[config.mk]
export PLATFORM = sky130hd
export DESIGN_NAME = mux_2t1_arbiter_flat
export DESIGN_NICKNAME = d
export VERILOG_FILES = /design/src/rtl/mux_2t1_arbiter_if.sv /design/src/rtl/mux_2t1_arbiter.sv /design/src/flat_wrapper.sv
export SDC_FILE = /design/constraint.sdc
export NUM_CORES = 1
export LEC_CHECK = 0
export CORE_MARGIN = 2
export CORE_UTILIZATION = 38
export CTS_BUF_LIST = sky130_fd_sc_hd__clkbuf_8
export DETAILED_ROUTE_END_ITERATION = 7
export PLACE_DENSITY = 0.8
export SLEW_MARGIN = 20
export SYNTH_ARGS = -nofsm -noshare
export SYNTH_HDL_FRONTEND = slang
export SYNTH_SLANG_ARGS = --single-unit
[constraint.sdc]
create_clock -name clk -period 1.7 [get_ports clk]
set_clock_uncertainty 0.1 [all_clocks]
set_input_delay 0.17 -clock clk [delete_from_list [all_inputs] [get_ports clk]]
set_output_delay 0.17 -clock clk [all_outputs]
set_load 0.02 [all_outputs]
[src/rtl/mux_2t1_arbiter_if.sv]
// Valid/ready bundle for the two-source round-robin arbiter feeding a 2:1 mux.
// The master modport is the arbiter side; the slave modport is the sources/sink side.
interface mux_2t1_arbiter_if #(
    parameter int unsigned WIDTH = 8
);
    logic [WIDTH-1:0] A;
    logic             A_valid;
    logic             A_ready;
    logic [WIDTH-1:0] B;
    logic             B_valid;
    logic             B_ready;
    logic [WIDTH-1:0] F;
    logic             F_valid;
    logic             F_ready;
    logic             Sel;

    modport master (
        input  A, A_valid, B, B_valid, F_ready,
        output A_ready, B_ready, F, F_valid, Sel
    );

    modport slave (
        output A, A_valid, B, B_valid, F_ready,
        input  A_ready, B_ready, F, F_valid, Sel
    );
endinterface

[src/rtl/mux_2t1_arbiter.sv]
// Round-robin arbiter for two valid/ready sources with a one-entry registered
// output stage; Sel reports the source of F (0 = A, 1 = B).
module mux_2t1_arbiter #(
    parameter int unsigned WIDTH = 8
) (
    input logic                clk,
    input logic                rst,
    mux_2t1_arbiter_if.master  bus
);
    typedef enum logic {
        EMPTY = 1'b0,
        FULL  = 1'b1
    } state_t;

    state_t           state;
    logic [WIDTH-1:0] f_q;
    logic             sel_q;
    logic             last_b;
    logic             load;
    logic             grant_b;
    logic             accept;

    // On a tie, the source opposite the last grant wins; last_b resets to 1 so A wins first.
    always_comb begin
        load    = (state == EMPTY) | bus.F_ready;
        grant_b = bus.B_valid & (!bus.A_valid | !last_b);
        accept  = load & !rst & (bus.A_valid | bus.B_valid);
    end

    assign bus.A_ready = load & !rst & !grant_b;
    assign bus.B_ready = load & !rst & grant_b;
    assign bus.F       = f_q;
    assign bus.F_valid = (state == FULL);
    assign bus.Sel     = sel_q;

    always_ff @(posedge clk) begin
        if (rst) begin
            state  <= EMPTY;
            f_q    <= '0;
            sel_q  <= 1'b0;
            last_b <= 1'b1;
        end else begin
            if (accept) begin
                f_q    <= grant_b ? bus.B : bus.A;
                sel_q  <= grant_b;
                last_b <= grant_b;
            end
            case (state)
                EMPTY: if (accept) state <= FULL;
                FULL:  if (bus.F_ready && !accept) state <= EMPTY;
                default: state <= EMPTY;
            endcase
        end
    end
endmodule

[src/flat_wrapper.sv]
// flat-port wrapper written by rule: the top's interface ports become plain ports
module mux_2t1_arbiter_flat 
#(
    parameter int unsigned WIDTH = 8
)
  (clk, rst, bus_A, bus_A_valid, bus_B, bus_B_valid, bus_F_ready, bus_A_ready, bus_B_ready, bus_F, bus_F_valid, bus_Sel);
  mux_2t1_arbiter_if #(.WIDTH(WIDTH)) bus_i ();
  input logic clk;
  input logic rst;
  input wire logic [$bits(bus_i.A)-1:0] bus_A;
  input wire logic [$bits(bus_i.A_valid)-1:0] bus_A_valid;
  input wire logic [$bits(bus_i.B)-1:0] bus_B;
  input wire logic [$bits(bus_i.B_valid)-1:0] bus_B_valid;
  input wire logic [$bits(bus_i.F_ready)-1:0] bus_F_ready;
  output wire logic [$bits(bus_i.A_ready)-1:0] bus_A_ready;
  output wire logic [$bits(bus_i.B_ready)-1:0] bus_B_ready;
  output wire logic [$bits(bus_i.F)-1:0] bus_F;
  output wire logic [$bits(bus_i.F_valid)-1:0] bus_F_valid;
  output wire logic [$bits(bus_i.Sel)-1:0] bus_Sel;
  assign bus_i.A = bus_A;
  assign bus_i.A_valid = bus_A_valid;
  assign bus_i.B = bus_B;
  assign bus_i.B_valid = bus_B_valid;
  assign bus_i.F_ready = bus_F_ready;
  assign bus_A_ready = bus_i.A_ready;
  assign bus_B_ready = bus_i.B_ready;
  assign bus_F = bus_i.F;
  assign bus_F_valid = bus_i.F_valid;
  assign bus_Sel = bus_i.Sel;
  mux_2t1_arbiter #(.WIDTH(WIDTH)) u_core (.clk(clk), .rst(rst), .bus(bus_i));
endmodule
# Word-level counts from Yosys, hierarchy flattened
# Index checks and enable logic that the tools add are counted.
# W data, S select, Z words.
# totals
out_inout_bits	12
in_bits	21
reg_bits	11
elab_cells	23
# op_classes
bitwise_logic	9
n_reduce_logical	6
n_mux	4
# ops
cell	count
$mux W8	1
$and A1 B1 Y1	5
$logic_not A1 Y1	5
$or A1 B1 Y1	3
$mux W1	2
$pmux W1 S2	1
$logic_and A1 B1 Y1	1
$not A1 Y1	1

# Depth between registers and ports, before layout
# depth
ltp_word	8
depth_mapped	4
mapped_depth_nobuf	3

# Worst setup path after synthesis
# OpenSTA, ideal clock, no wires.
# synth_timing
path_kind	register to output
start	reg u_core.last_b
end	out bus_B_ready
stages_incl_launch_ff	4
n_path_buf	1
arrival_ns	1.171
setup_slack_ns	0.259
t_required_ns	1.430
path_cell_list	dfxtp_1 a21boi_2 buf_6 nor3b_1
# synth_between
elab_chain_len	4
# synth_rtl
element	line	source
start: declaration	mux_2t1_arbiter.sv:18	logic last_b;
start signal: assignment	mux_2t1_arbiter.sv:46	last_b <= grant_b;
$logic_not A1 Y1	mux_2t1_arbiter.sv:26	grant_b = bus.B_valid & (!bus.A_valid | !last_b);
$or A1 B1 Y1	mux_2t1_arbiter.sv:26	
$and A1 B1 Y1	mux_2t1_arbiter.sv:26	
$and A1 B1 Y1	mux_2t1_arbiter.sv:31	assign bus.B_ready = load & !rst & grant_b;
end: declaration	flat_wrapper.sv:16	output wire logic [$bits(bus_i.B_ready)-1:0] bus_B_ready;
# No other way between the ends.

# Worst setup path in the final report
# layout_timing
start	in bus_B_valid
end	out bus_B_ready
# layout_between
elab_chain_len	2
# layout_rtl
element	line	source
start: declaration	flat_wrapper.sv:13	input wire logic [$bits(bus_i.B_valid)-1:0] bus_B_valid;
$and A1 B1 Y1	mux_2t1_arbiter.sv:26	
$and A1 B1 Y1	mux_2t1_arbiter.sv:31	
# No other way between the ends.

==> out/metrics.yaml <==
synth_area_leaders: "dfxtp_1 38%, mux2i_1 28%, or2b_2 14%, nor3_4 2.8%, a21oi_1 2.6%"
portBuffers: 32
cp_slowest_cell: "clkdlybuf4s50_1"
hpwlAfterDp_um: 1080
worst_pin_slew_ps: 305
required_ps: 1430
ir_worst_vdd_mv: 0.436
worstPathArrival_ps: 1280
avgSynthCellArea_um2: 11.3
ys_ff_latch: 11
slew_headroom: 0.796
antenna_left: 0
wirelength_um: 1330
nNetsFinal: 114
seq_area_frac_synth: 0.383
drt_iter0_markers: 3
start_util: 0.396
synthFlopType: "dfxtp_1"
crit_type: "input port to output pin"
rr_worst_depth: 5
setup_viol: 0
cts_resized: 2
synthXorXnorAreaFrac: 0
whs_endpoint: "u_core.bus.Sel$_SDFFE_PP0P_"
synthesis.area_um2: 576
grt_max_degree: 14
clk_pin_slew_worst_paths_ps: 50
end_kind: "output pin"
drive_above_1_share: 0.250
fmax_mhz: 647
max_stage_delay_ps: 470
final-max-slew-violation-count: 0
cts_tree: "built"
synth_top_family_by_area: "multiplexers"
wire_per_inst_um: 12.4
hold_class: "register to register"
synth-adder-area-share: 0
cts_sinks: 11
grt_pass1_vias: 552
diodes: 0
hold_start: "u_core.bus.Sel$_SDFFE_PP0P_"
r2r_setup_slack_ps: 410
outcome: "finished, final reports clean"
regToRegEndpoint: "u_core.bus.F[6]$_SDFFE_PP0P_"
r2r-start: "u_core.bus.F_valid$_SDFF_PP0_"
start_kind: "input port"
vias_per_cell: 4.81
synth.most_common_cell: "mux2i_1"
synth_cells: 51
synthSimpleGateAreaFrac: 0.224
die_h_um: 42.9
clk_latency_ps: 230
track_usage: 0.174
dp_slack_ps: -263
clockRootBuffer: "clkbuf_8"
synth_top_area_frac: 0.383
fin_crit_sh: 0.909
die_w_um: 42.9
holdPathStages: 2
dieArea_mm2: 0.00184
io_pins: 33
synth_nets: 72
crit_family: "buffers and inverters"
fin_setup_tns_ps: 0
worstPathMaxFanout: 4
num_rows: 14
stdcell_area_mm2: 0.00100
clk_path_buf_depth: 2
power_density_mw_per_mm2: 793
synth_compound_area_frac: 0.0761
core_region_area_mm2: 0.00145
place_congestion: 0.716
htreeDepth: 1
fin_crit_ps: 1550
vias: 519
final_util: 0.688
rsz0062_at_grt: "no"
crit_buf_inv: 2
overflow: 0
worstPathCellList: "clkdlybuf4s50_1, a21boi_2, nor3b_1, clkbuf_2"
firstDrtPassIters: 2
synth_edf_count: 0
grt_pass1_wl_um: 2320
max_cap_viol_count: 0
antenna_found_initial: 0
yosysUniqueCellTypes: 16
cts_buffers: 3
hold_viol: 0
p_leak_nw: 0.415
cts_hold_buf: 0
synthTopCellsByCount: "16 x mux2i_1, 11 x dfxtp_1, 9 x or2b_2"
yosys.area.top_type: "dfxtp_1"
layout_setup_ws_ps: 154
synthMuxAreaShare: 0.278
remaining_drc_errors: 0
area_delta_synth_final_pct: 73.9
ys_warn_count: 0
synth_async_sr_flop_share: 0
cts_setup_buffers: 0
place_area_um2: 962
through the flow:
stage          instances  total power, mW  hold WS (ps)
6_report             108            0.794           385
3_5_place_dp         104            0.549           384
4_1_cts              108            0.806           392
3_3_place_gp         104            0.545           359
5_1_grt              108            0.833           424
2_1_floorplan         51            0.418           231
kinds of logic after synthesis:
family	after synthesis
simple gates	15
flops	11
buf+inv	3
mux	16
compound gates	6
state kept, by name (all words and copies together) (netlist names):
signal and flops:
u_core.bus.F 8, u_core.bus.F_valid 1, u_core.bus.Sel 1, u_core.last_b 1
cell type report:
type                       instances  area, um2
inverter                           1       3.75
tap                               16       20.0
clock buffer                       3       41.3
multi-input combinational         37        333
fill                             139        453
clock inverter                     1       3.75
sequential                        11        220
timing repair buffer              39        379
worst max-delay path by stage:
stage                                    start          end  slack [ps]  cells after the start
floorplan           u_core.last_b$_SDFFE_PP1P_  bus_B_ready         260                      3
global placement                   bus_B_valid  bus_B_ready        -220                      4
detailed placement                 bus_B_valid  bus_B_ready        -260                      4
CTS                                bus_B_valid  bus_B_ready          20                      4
global route                       bus_B_valid  bus_B_ready          60                      4
finish                             bus_B_valid  bus_B_ready         150                      4
worst reg2reg max path, stage by stage (launching register included):
cell     delay, ps
dfxtp_1        310
nor2b_4        130
buf_4          140
nor3_4         200
buf_12         160
mux2i_1        180
placed cells by master (no fill, tap or decap):
| master | count |
|---|---|
| clkbuf_8 | 3 |
| clkbuf_2 | 1 |
| dlygate4sd2_1 | 1 |
| buf_12 | 1 |
| nor3_4 | 1 |
| nor2_1 | 1 |
| dfxtp_1 | 11 |
| o31ai_1 | 1 |
| a311o_1 | 1 |
| clkdlybuf4s50_1 | 30 |
| buf_4 | 6 |
| nand2_1 | 1 |
| nor3b_1 | 1 |
| or2b_2 | 9 |
| nor2b_4 | 1 |
| nor3_1 | 1 |
| a21boi_2 | 1 |
| inv_1 | 2 |
| a21oi_1 | 3 |
| mux2i_1 | 16 |
routing by layer:
layer,wire [um],track usage,part of all wire
met5,0,0,0
met4,37,0.131,0.028
met3,84,0.0298,0.063
met2,674,0.288,0.51
met1,538,0.197,0.40
where the power goes:
part	leakage, nW	total (mW)	internal (mW)	switching (mW)
clock	0.0269	0.255	0.158	0.0962
sequential	0.0916	0.299	0.286	0.0130
combinational	0.297	0.241	0.145	0.0963
Note: power is estimated with default switching activity, not from simulation.
